File: src/rtl/reduction_tree_arbiter.sv
// Round-robin arbiter sharing one pipelined reduction tree between N_REQ requesters.
// Define REDUCTION_ARB_CHECK_EN to build the sticky tag/tree consistency checker driving err.
module reduction_tree_arbiter #(
    parameter int bitwidth = 16,
    parameter int N        = 8,
    parameter int N_REQ    = 4,
    parameter int TREE_LAT = 24
) (
    input  logic                        clk,
    input  logic                        rst,
    input  logic [N_REQ-1:0]            req_valid,
    input  logic [N_REQ-1:0]            req_last,
    input  logic [N_REQ*N*bitwidth-1:0] req_data,
    output logic [N_REQ-1:0]            req_ready,
    output logic [N*bitwidth-1:0]       tree_in,
    output logic                        tree_in_valid,
    output logic                        tree_in_last,
    input  logic [bitwidth-1:0]         tree_out,
    input  logic                        tree_out_valid,
    input  logic                        tree_out_last,
    output logic [bitwidth-1:0]         rsp_data,
    output logic [N_REQ-1:0]            rsp_valid,
    output logic [N_REQ-1:0]            rsp_last,
    output logic                        busy,
    output logic                        err
);
    localparam int IDW = (N_REQ > 1) ? $clog2(N_REQ) : 1;
    localparam int VW  = N * bitwidth;

    typedef enum logic {IDLE, GRANT} state_e;

    typedef struct packed {
        logic           valid;
        logic [IDW-1:0] id;
        logic           last;
    } tag_t;

    state_e         state_q, state_d;
    logic [IDW-1:0] rr_ptr_q, rr_ptr_d;
    logic [IDW-1:0] grant_q, grant_d;
    logic [IDW-1:0] pick;
    logic           found;
    logic           accept;

    logic [VW-1:0]  tree_in_q;
    logic           tree_in_valid_q;
    logic           tree_in_last_q;

    tag_t           tag_q [TREE_LAT];
    tag_t           tag_out;
    logic           tags_busy;

    logic [bitwidth-1:0] rsp_data_q;
    logic [N_REQ-1:0]    rsp_valid_q;
    logic [N_REQ-1:0]    rsp_last_q;

    // First valid requester at or after rr_ptr, wrapping around.
    always_comb begin
        found = 1'b0;
        pick  = rr_ptr_q;
        for (int k = 0; k < N_REQ; k++) begin
            int idx;
            idx = (int'(rr_ptr_q) + k) % N_REQ;
            if (!found && req_valid[idx[IDW-1:0]]) begin
                found = 1'b1;
                pick  = idx[IDW-1:0];
            end
        end
    end

    always_comb begin
        state_d   = state_q;
        grant_d   = grant_q;
        rr_ptr_d  = rr_ptr_q;
        req_ready = '0;
        accept    = 1'b0;
        case (state_q)
            IDLE: begin
                if (found) begin
                    grant_d = pick;
                    state_d = GRANT;
                end
            end
            GRANT: begin
                req_ready[grant_q] = 1'b1;
                accept             = req_valid[grant_q];
                if (accept && req_last[grant_q]) begin
                    state_d  = IDLE;
                    rr_ptr_d = (int'(grant_q) == N_REQ - 1) ? '0 : grant_q + IDW'(1);
                end
            end
            default: state_d = IDLE;
        endcase
    end

    always_ff @(posedge clk) begin
        if (rst) begin
            state_q         <= IDLE;
            rr_ptr_q        <= '0;
            grant_q         <= '0;
            tree_in_q       <= '0;
            tree_in_valid_q <= 1'b0;
            tree_in_last_q  <= 1'b0;
        end else begin
            state_q         <= state_d;
            rr_ptr_q        <= rr_ptr_d;
            grant_q         <= grant_d;
            tree_in_valid_q <= accept;
            tree_in_last_q  <= accept & req_last[grant_q];
            if (accept) begin
                tree_in_q <= req_data[int'(grant_q)*VW +: VW];
            end
        end
    end

    // grant_q still names the beat's owner while tree_in_valid is high, so stage 0 loads from the registers.
    always_ff @(posedge clk) begin
        if (rst) begin
            for (int s = 0; s < TREE_LAT; s++) begin
                tag_q[s] <= '0;
            end
        end else begin
            tag_q[0] <= {tree_in_valid_q, grant_q, tree_in_last_q};
            for (int s = 1; s < TREE_LAT; s++) begin
                tag_q[s] <= tag_q[s-1];
            end
        end
    end

    assign tag_out = tag_q[TREE_LAT-1];

    always_comb begin
        tags_busy = 1'b0;
        for (int s = 0; s < TREE_LAT; s++) begin
            tags_busy = tags_busy | tag_q[s].valid;
        end
    end

    always_ff @(posedge clk) begin
        if (rst) begin
            rsp_data_q  <= '0;
            rsp_valid_q <= '0;
            rsp_last_q  <= '0;
        end else begin
            rsp_valid_q <= '0;
            rsp_last_q  <= '0;
            if (tree_out_valid) begin
                rsp_data_q               <= tree_out;
                rsp_valid_q[tag_out.id]  <= 1'b1;
                rsp_last_q[tag_out.id]   <= tag_out.last;
            end
        end
    end

`ifdef REDUCTION_ARB_CHECK_EN
    localparam int MW = $clog2(TREE_LAT + 3);

    logic [MW-1:0] mask_q;
    logic          err_q;
    logic          mismatch;

    assign mismatch = (tree_out_valid != tag_out.valid) ||
                      (tree_out_valid && tag_out.valid && (tree_out_last != tag_out.last));

    // The tree pipeline is still draining its own reset for a while, so ignore it until then.
    always_ff @(posedge clk) begin
        if (rst) begin
            mask_q <= MW'(TREE_LAT + 2);
            err_q  <= 1'b0;
        end else begin
            if (mask_q != '0) begin
                mask_q <= mask_q - MW'(1);
            end else if (mismatch) begin
                err_q <= 1'b1;
            end
        end
    end

    assign err = err_q;
`else
    logic unused_tree_out_last;
    assign unused_tree_out_last = tree_out_last;
    assign err = 1'b0;
`endif

    assign tree_in       = tree_in_q;
    assign tree_in_valid = tree_in_valid_q;
    assign tree_in_last  = tree_in_last_q;
    assign rsp_data      = rsp_data_q;
    assign rsp_valid     = rsp_valid_q;
    assign rsp_last      = rsp_last_q;
    assign busy          = (state_q == GRANT) || tags_busy;

endmodule

File: config.mk
export PLATFORM = sky130hd
export DESIGN_NAME = reduction_tree_arbiter
export DESIGN_NICKNAME = d
export VERILOG_FILES = /design/src/rtl/reduction_tree_arbiter.sv
export SDC_FILE = /design/constraint.sdc
export NUM_CORES = 1
export LEC_CHECK = 0
export ABC_AREA = 1
export CAP_MARGIN = 20
export CORE_AREA = 5 5 268 270
export DETAILED_ROUTE_END_ITERATION = 8
export DIE_AREA = 0 0 273 275
export PLACE_DENSITY = 0.4
export SKIP_CTS_REPAIR_TIMING = 1
export SLEW_MARGIN = 0
export SYNTH_ARGS = -nofsm -noshare
export SYNTH_HDL_FRONTEND = slang
export SYNTH_SLANG_ARGS = --single-unit
File: constraint.sdc
create_clock -name clk -period 3.25 [get_ports clk]
set_input_delay 0.975 -clock clk [delete_from_list [all_inputs] [get_ports clk]]
set_output_delay 0.975 -clock clk [all_outputs]
set_load 0.02 [all_outputs]
# --- Word level (Yosys, flattened, before mapping) ---
# Memories as Yosys holds them, arrays and structs flattened.
# Index checks and enable logic that the tools add are counted.
totals:
  ramBits: 96
  word_cells: 144
  in_bits: 540
  regBits: 159
  mem_count: 1
  latchBits: 0
  rom_bits: 0
mem_list:
  columns: ["memory", "depth", "width", "rd", "rd_clocked_by_memory_dff", "write_ports", "line", "rtl"]
  rows:
  - ["tag_q", 24, 4, 24, 0, 24, "49", "tag_t tag_q [TREE_LAT];"]
classes:
  add_sub_neg: 4
  div_mod_pow: 0
  muxes: 56
  bitwise_logic: 51
  n_mul: 0
  magnitude_cmp: 8
  reduce_logical: 13
  n_eq_ne: 1
  shift: 1
ops:
  columns: ["operator", "count"]
  rows:
  - ["$shiftx A512 B10 Y128", 1]
  - ["$mux W4", 25]
  - ["$or A1 B1 Y1", 47]
  - ["$lt A2 B3 Y1 const B", 6]
  - ["$mux W1", 18]
  - ["$bmux W1 S2", 6]
  - ["$mux W2", 4]
  - ["$logic_and A1 B1 Y1", 6]
  - ["$add A2 B1 Y2 const B", 2]
  - ["$add A2 B2 Y2 const B", 2]
  - ["$and A4 B4 Y4", 1]
  - ["$demux W1 S2", 2]
  - ["$ge A2 B1 Y1 const B", 2]
  - ["$reduce_and A2 Y1", 2]
  - ["$logic_not A1 Y1", 3]
  - ["$eq A2 B1 Y1 const B", 1]
  - ["$not A1 Y1", 2]
  - ["$pmux W1 S2", 1]
  - ["$reduce_or A2 Y1", 1]
  - ["$and A1 B1 Y1", 1]
  - ["$logic_or A1 B1 Y1", 1]

# --- Longest topological paths before layout ---
# Gate-level depths: netlist of run 1.
# An unclocked memory read counts as a cell.
depth:
  word_depth: 25
  depth_mapped: 13
  ltp_nobuf: 12

# --- Worst setup path before layout of run 1 ---
# OpenSTA, ideal clock, no wires.
synth_path:
  kind: "reg-to-output"
  start: "register grant_q[0]"
  end: "output port req_ready[2]"
  slack_ns: 0.886
  required_time_ns: 2.275
  stages_incl_launch_ff: 8
  n_path_buf: 3
  arrival_ns: 1.389
  cell_sequence: "dfxtp_1 inv_2 buf_2 clkbuf_1 buf_2 ha_1 nand2_1 inv_1"
synth_between:
  elab_chain_cells: 5
  word_cells_on_any_way: 6
synth_lines:
  columns: ["element", "line", "rtl"]
  rows:
  - ["start, declared", "40", "logic [IDW-1:0] grant_q, grant_d;"]
  - ["start signal, assigned", "107", "grant_q <= grant_d;"]
  - ["$lt A2 B3 Y1 (implied by the code) or $ge A2 B1 Y1 (tied branches)", "85", "req_ready[grant_q] = 1'b1;"]
  - ["$logic_and A1 B1 Y1 (implied by the code)", "85", null]
  - ["$mux W1 (implied by the code)", "85", null]
  - ["$demux W1 S2 (*)", "85", null]
  - ["$mux W4 (*)", "77", "case (state_q)"]
  - ["end, declared", "14", "output logic [N_REQ-1:0] req_ready,"]
# Every way passes the cells marked *; elsewhere a longest branch is shown, timed or not.

==> results.yml, run 1 <==
timing:
  worstMarginPinSlew_ps: 984
  fin_skew_ps: 14.8
  max_freq_mhz: 328
  max-slew-margin-rel_pct: 34.4
  fin_tns_setup_ps: 0
  finalCriticalPeriod_ps: 3050
  final-hold-violation-count: 0
  setup-violations-final: 0
  finalCritPeriodShare_pct: 93.9
  slew_violations: 0
  grt_setup_unrepaired: "false"
drt:
  vias_per_cell: 4.26
  routed_wl_um: 69300
  drtAntennaViolNets: 0
  drc_errors: 0
  wl_per_cell_um: 20.4
  vias: 14500
  drt_iter0_markers: 639
  drt_pass1_iterations: 4
finish:
  regArea_um2: 5110
  multi_input_area_um2: 5770
  drive_gt1_share_pct: 3.76
  final_nets: 2964
  fill_cells: 7494
  syn_to_final_growth_pct: 75.6
critical_path:
  arrival_ps: 2080
  required_ps: 2270
  crit_fanout: 2
  r2r-end: "tree_in[115]"
  reg2reg_from: "grant_q[0]"
  r2r_cells: 7
  rrSetupSlack_ps: 860
  path_class: "flip-flop to output port"
  cp-end-kind: "output port"
  cp-start-kind: "flip-flop"
global_routing:
  first_global_vias: 14100
  grt_pass1_wl_um: 97000
  grt_max_degree: 154
  overflow: 0
  grt_use_total_pct: 17.2
  antenna_found_initial: 26
yosys:
  yosys.area.top_type: "dfxtp_1"
  synth_area_leaders: "dfxtp_1, nor2_1, o21ai_0"
  syn_nets: 2345
  netlist-cell-type-count: 23
  synth_top_area_share_pct: 42.6
  syn_avg_cell_area_um2: 6.66
  syn_inst: 1801
  synth.cell_area_um2: 12000
  yosysSeqAreaShare_pct: 42.6
  ys_ff_latch: 255
  yosys_warnings: 0
place:
  gp_congestion: 0.870
  port_buffers: 697
  hpwl_um: 53100
die:
  core-area_um2: 69300
  die_area_um2: 75100
  dieWidth_um: 273
  start_util_pct: 17.3
  num_rows: 97
  die_h_um: 275
  io_pins: 700
pwr:
  peakVddDrop_v: 0.000484
  power_frac_comb_pct: 51.0
  seq_power_share_pct: 25.5
  total_power_mw: 16.8
  pwr-share-clk_pct: 23.5
  power_density_nw_per_um2: 800
  power.leakage_nw: 7.85
  switching_share_pct: 43.6
  internal-power_mw: 9.49
  p_switching_mw: 7.35
cts:
  cts_root_buf: "clkbuf_16"
  clk_pin_slew_ps: 60
  cts_buffer_depth: 3
  worstSkewPairLatency_ps: 550
  cts_max_level: 2
  cts_tree: "yes"
  numClockSinks: 255
  cts_made_buffers: 36
flow_run:
  maxCapViolations: 0
hold_path:
  holdPathEnd: "tag_q[0][5]"
  hp-start: "tag_q[0][1]"
  whs_path_depth: 2
  hold_class: "flip-flop to flip-flop"
run_status:
  status: "complete, no violations"
-- worst max path at each step --
stage	cells past startpoint	from	slack, ps	endpoint
global route	5	tag_q[0][75]	20	busy
global placement	9	req_valid[1]	300	tree_in[20]
finish	5	tag_q[0][83]	200	busy
detailed placement	9	req_valid[1]	260	tree_in[115]
CTS	5	tag_q[0][83]	130	busy
floorplan	7	grant_q[0]	890	req_ready[2]
-- cells by family (layout without fill, tap and decap cells) --
| group | after synthesis | after routing | share of synthesized area [%] |
|---|---|---|---|
| adders and majority gates | 4 | 4 | 0.418 |
| buffers and inverters | 260 | 904 | 9.27 |
| AOI/OAI and AO/OA | 540 | 540 | 24.0 |
| other | 1 | 10 | 0.0313 |
| and+or+nand+nor | 741 | 741 | 23.7 |
| DFF | 255 | 255 | 42.6 |
-- cells in the final DEF (no fill, tap or decap) --
cell             Yosys  layout
inv_6                0       2
clkinv_4             0       1
ha_1                 4       4
clkinv_2             0       4
buf_2               45       1
a21oi_4              1       1
clkdlybuf4s50_1      0     696
buf_12               0      13
dfxtp_4              0       2
dfxtp_1            255     253
conb_1               1       1
inv_4                0       3
nand4_1              5       5
clkbuf_16            0      36
o21ai_1             37      37
buf_4                1      16
clkinvlp_4           0       3
nor2_1             650     650
o211ai_1             3       3
inv_16               0       1
clkinv_8             0       1
nand2_1             60      60
bufinv_16            0       2
diode_2              0       9
a21oi_1              2       2
nor3_1               5       5
nor4_1               7       7
o21ai_0            368     368
o22ai_1              1       1
a31oi_1            128     128
clkbuf_8             0       6
nand3_1             14      14
inv_1              113     112
clkbuf_1            82       7
-- cells in the mapped netlist, drive strengths merged --
library cell,count
nor2,650
dfxtp,255
o22ai,1
clkbuf,82
nand4,5
conb,1
ha,4
a31oi,128
nand2,60
nor4,7
nor3,5
o21ai,405
o211ai,3
a21oi,3
buf,63
nand3,14
inv,115
-- state kept, by name (all words and copies together) (netlist names) --
| signal | flops |
|---|---|
| rsp_valid | 4 |
| rr_ptr_q | 2 |
| rsp_last | 4 |
| tag_q | 96 |
| state_q | 1 |
| tree_in_last | 1 |
| grant_q | 2 |
| rsp_data | 16 |
| tree_in | 128 |
| tree_in_valid | 1 |
-- metal layers --
metal	track usage, %	share of wire (%)	up-vias
met3	5.62	7.2	121
met2	31.6	51	487
met1	19.1	38	6653
met5	0	0.24	-
li1	-	-	7169
met4	4.79	3.1	24
-- worst max-delay path, stage by stage (launching register included) --
cell and delay, ps:
dfxtp_1 290, inv_1 60, nand4_1 100, nor4_1 310, nand4_1 160, clkdlybuf4s50_1 610
-- area by class of cell --
cell class              count  share of cell area, %
inverters                 115                   2.10
repair buffers            726                   34.9
diodes                      9                  0.107
clock buffers              49                   4.80
multi-input cells        1286                   27.4
flip-flops and latches    255                   24.3
well taps                 940                   5.59
clock inverters            14                  0.773
-- through the flow --
step	hold WS (ps)	setup WS, ps	instance area (µm²)	util (%)	std cells
after floorplan	388	886	12000	-	1801
after global placement	392	305	19900	28.6	3322
after detailed placement	393	255	19900	28.6	3322
after CTS	393	127	21000	30.3	3385
after global routing	407	19.7	21000	30.3	3387
final	394	198	21000	30.4	3394
-- power groups by stage --
stage / Sequential (mW) / Clock, mW / Combinational, mW
finish: 4.29 / 3.97 / 8.59
global route: 4.38 / 4.27 / 9.44
CTS: 4.30 / 4.19 / 8.77
global placement: 4.34 / 0 / 8.69
detailed placement: 4.35 / 0 / 8.75
floorplan: 5.03 / 0 / 4.01
Power figures use the tool's default switching activity.
==> run 2: changes to the inputs <==
- GPL_TIMING_DRIVEN: not set -> 0
==> run 2 against run 1 <==
Setup slack lost 16 ps. Critical endpoint is now req_ready[1]. Via count grew 5.1%. First-iteration DRC count grew 32%.
==> results.yml, run 2 (synthesized netlist as in run 1, its figures left out) <==
finish:
  syn_to_final_growth_pct: 78.2
  final_nets: 3079
  final_cell_mix: "clkdlybuf4s50_1, nor2_1, o21ai_0"
  largest_reg_flops: 128
  design_area_um2: 21400
  final_cells: 3506
  layout_commonest_cell: "clkdlybuf4s50_1"
  drive_gt1_share_pct: 4.61
die:
  core-area_um2: 69300
  dieWidth_um: 273
  num_rows: 97
  die_area_um2: 75100
  die_h_um: 275
  io_pins: 700
  start_util_pct: 17.3
critical_path:
  required_ps: 2270
  crit_fanout: 16
  path_class: "flip-flop to output port"
  cp-start-kind: "flip-flop"
  arrival_ps: 2090
  cp-end-kind: "output port"
flow_run:
  maxCapViolations: 0
pwr:
  internal-power_mw: 9.60
  seq_power_share_pct: 24.4
  p_switching_mw: 7.84
  power_frac_comb_pct: 53.5
  power_density_nw_per_um2: 816
  pwr-share-clk_pct: 22.1
  power.leakage_nw: 8.09
  peakVddDrop_v: 0.000307
  switching_share_pct: 45.0
timing:
  max_freq_mhz: 326
  finalCritPeriodShare_pct: 94.4
  max-slew-margin-rel_pct: 35.3
  worstMarginPinSlew_ps: 970
  grt_setup_unrepaired: "false"
  fin_skew_ps: 20.7
  slew_violations: 0
  setup-violations-final: 0
  final-hold-violation-count: 0
  finalCriticalPeriod_ps: 3070
place:
  port_buffers: 696
  gp_congestion: 0.910
  post-place-cells: 3439
  dpl_cell_area_um2: 20200
  hpwl_um: 67100
drt:
  drt_iter0_markers: 841
  wl_per_cell_um: 23.1
  routed_wl_um: 81000
  vias_per_cell: 4.33
  drt_pass1_iterations: 5
  vias: 15200
  drc_errors: 0
  drtAntennaViolNets: 0
cts:
  cts_made_buffers: 34
  clk_pin_slew_ps: 60
  numClockSinks: 255
  cts_buffer_depth: 3
  cts_root_buf: "clkbuf_16"
  cts_tree: "yes"
  cts_max_level: 2
  worstSkewPairLatency_ps: 540
global_routing:
  overflow: 0
  grt_max_degree: 14
  first_global_vias: 15400
  grt_use_total_pct: 20.4
  grt_pass1_wl_um: 112000
  antenna_found_initial: 37
hold_path:
  hold_class: "flip-flop to flip-flop"
run_status:
  status: "complete, no violations"
[run 2: changes by cell type in the layout (fill, tap and decap cells not counted), moves of 3 or more]
cell	previous run	this run
buf_12	13	0
buf_4	16	4
buf_6	0	10
buf_1	0	7
clkbuf_8	6	3
buf_2	1	43
clkbuf_1	7	88
[run 2: worst paths after layout]
check | start | end | slack [ps] | cells past startpoint
hold reg to reg | tag_q[0][24] | tag_q[0][28] | 390 | 2
hold / removal | tag_q[0][24] | tag_q[0][28] | 390 | 2
setup / recovery | grant_q[1] | req_ready[1] | 180 | 5
setup reg to reg | grant_q[1] | tree_in[121] | 720 | 7
[run 2: metrics by stage]
step                      power [mW]  setup TNS (ps)  util (%)  hold slack, ps  setup WS, ps
after detailed placement        13.8          -10440      29.1             393         -1000
final                           17.4               0      30.8             395           182
after CTS                       17.7           -3850      30.7             395         -1600
after floorplan                 9.03               0         -             388           886
after global routing            18.7               0      30.8             412          8.74
after global placement          13.7          -19790      29.0             397          -960
[run 2: layout make-up]
type                       count  area (µm²)
fill                        7478       47900
timing repair buffer         701        7020
multi-input combinational   1286        5780
sequential                   255        5110
tap                          940        1180
clock buffer                  45         922
buffer                       142         689
inverter                     115         439
clock inverter                15         204
antenna                        7        17.5
[run 2: power groups by stage]
stage / logic [mW] / registers, mW / clock network [mW]
2_1_floorplan: 4.01 / 5.03 / 0
3_3_place_gp: 9.45 / 4.29 / 0
3_5_place_dp: 9.46 / 4.30 / 0
4_1_cts: 9.49 / 4.25 / 4.01
5_1_grt: 10.2 / 4.34 / 4.12
6_report: 9.33 / 4.26 / 3.85
[run 2: per-layer routing]
layer  vias to the layer above  part of all wire [%]  track usage [%]  wire length (µm)
li1                       7419                     -                -                 -
met1                      7110                    40             24.0             32600
met2                       499                    50             36.6             40500
met3                       127                   6.8             6.03              5480
met4                        36                   2.6             4.79              2130
met5                         -                  0.29                0               236
[run 2: critical path, stage by stage (launching register included)]
cell and delay [ps]:
dfxtp_2 380, inv_4 220, ha_1 190, nand2_1 80
inv_1 70, clkdlybuf4s50_1 600
==> run 3: changes to the inputs <==
- SETUP_SLACK_MARGIN: not set -> 0.3
==> run 3 against run 2 <==
Setup slack improved by 170 ps. Final cell count rose by 0.26%. Fmax rose by 6.0%. Die area did not move. Power rose by 0.72%. Register-to-register slack improved by 100 ps. Combinational power rose by 1%. Clock-buffer cell count did not move. Critical endpoint is now req_ready[0].
==> results.yml, run 3 (synthesized netlist as in run 1, its figures left out) <==
finish:
  final_nets: 3087
  multi_input_area_um2: 5780
  largest_reg_flops: 128
  utilization_pct: 31.0
  layout_commonest_cell: "clkdlybuf4s50_1"
  drive_gt1_share_pct: 5.06
  syn_to_final_growth_pct: 78.9
  final_cell_mix: "clkdlybuf4s50_1, nor2_1, o21ai_0"
  fill_cells: 7469
  final_cells: 3515
  regArea_um2: 5110
  design_area_um2: 21400
critical_path:
  slowest_stage: "dfxtp_4"
  crit_fanout: 11
  cpMostUsedCell: "buf_12"
  required_ps: 2270
  crit_path_cell_trace: "clkinv_8, buf_12, buf_12, buf_12, ha_1, nand2_1, inv_1, clkbuf_2"
  path_class: "flip-flop to output port"
  r2r_cells: 7
  rrSetupSlack_ps: 820
  cp-start-kind: "flip-flop"
  worst_path_largest_cell_delay_ps: 380
  r2r-end: "tree_in[121]"
  arrival_ps: 1920
  reg2reg_from: "grant_q[1]"
  cp-end-kind: "output port"
timing:
  fin_skew_ps: 17.5
  finalCriticalPeriod_ps: 2890
  max_freq_mhz: 346
  grt_setup_unrepaired: "true"
  final-hold-violation-count: 0
  max-slew-margin-rel_pct: 34.2
  finalCritPeriodShare_pct: 89.0
  worstMarginPinSlew_ps: 987
  setup-violations-final: 0
  slew_violations: 0
drt:
  vias: 15200
  routed_wl_um: 81400
  drc_errors: 0
  drtAntennaViolNets: 0
  drt_pass1_iterations: 5
  drt_iter0_markers: 843
  vias_per_cell: 4.33
  wl_per_cell_um: 23.1
global_routing:
  overflow: 0
  first_global_vias: 15400
  antenna_found_initial: 36
  grt_max_degree: 14
  grt_pass1_wl_um: 112000
  grt_use_total_pct: 20.4
flow_run:
  maxCapViolations: 0
place:
  dpl_cell_area_um2: 20200
  port_buffers: 696
  gp_congestion: 0.910
  post-place-cells: 3439
  hpwl_um: 67100
cts:
  cts_tree: "yes"
  cts_root_buf: "clkbuf_16"
  worstSkewPairLatency_ps: 540
  cts_made_buffers: 34
  cts_max_level: 2
  numClockSinks: 255
  clk_pin_slew_ps: 60
  cts_buffer_depth: 3
die:
  die_h_um: 275
  io_pins: 700
  dieWidth_um: 273
  num_rows: 97
  core-area_um2: 69300
  die_area_um2: 75100
  start_util_pct: 17.3
pwr:
  power.leakage_nw: 8.15
  peakVddDrop_v: 0.000308
  total_power_mw: 17.6
  power_density_nw_per_um2: 819
hold_path:
  hold_class: "flip-flop to flip-flop"
  whs_path_depth: 2
  hp-start: "tag_q[0][14]"
  holdPathEnd: "tag_q[0][18]"
run_status:
  status: "complete, no violations"
## run 3: area by class of cell
class                      instances  share of cell area (%)
timing repair buffer             706                    32.9
multi-input combinational       1286                    27.0
sequential                       255                    23.8
tap                              940                    5.48
clock buffer                      45                    4.30
buffer                           145                    3.42
inverter                         115                    2.07
clock inverter                    15                   0.951
antenna                            8                  0.0933
## run 3: worst max path at each step
stage | slack (ps) | end | cells past startpoint | startpoint
finish | 360 | req_ready[0] | 8 | grant_q[0]
global route | 230 | req_ready[0] | 8 | grant_q[0]
CTS | -1600 | req_ready[0] | 8 | grant_q[0]
detailed placement | -1000 | req_ready[0] | 8 | grant_q[0]
global placement | -960 | req_ready[0] | 8 | grant_q[0]
floorplan | 890 | req_ready[2] | 7 | grant_q[0]
## run 3: metrics by stage
| stage | hold WS [ps] | worst slack, ps | TNS, ps |
|---|---|---|---|
| 2_1_floorplan | 388 | 886 | 0 |
| 3_3_place_gp | 397 | -960 | -19790 |
| 3_5_place_dp | 393 | -1000 | -10440 |
| 4_1_cts | 395 | -1600 | -3850 |
| 5_1_grt | 412 | 231 | 0 |
| 6_report | 397 | 356 | 0 |
## run 3: metal layers
metal | global-route usage (%) | wire length [µm] | up-vias
li1 | - | - | 7440
met1 | 24.0 | 32700 | 7075
met2 | 36.6 | 40800 | 530
met3 | 6.03 | 5540 | 125
met4 | 4.79 | 2090 | 36
met5 | 0 | 242 | -
## run 3: critical path: cells and delay by family, from the launching register on
family | cells | cell delay (ps)
fa+ha+maj | 1 | 190
simple gates | 1 | 100
buf+inv | 6 | 710
flops | 1 | 380
## run 3: report_power, final
part	total (mW)	internal [mW]	switching [mW]
combinational	9.45	3.50	5.95
clock	3.85	2.33	1.52
sequential	4.26	3.84	0.412
total	17.6	9.68	7.88
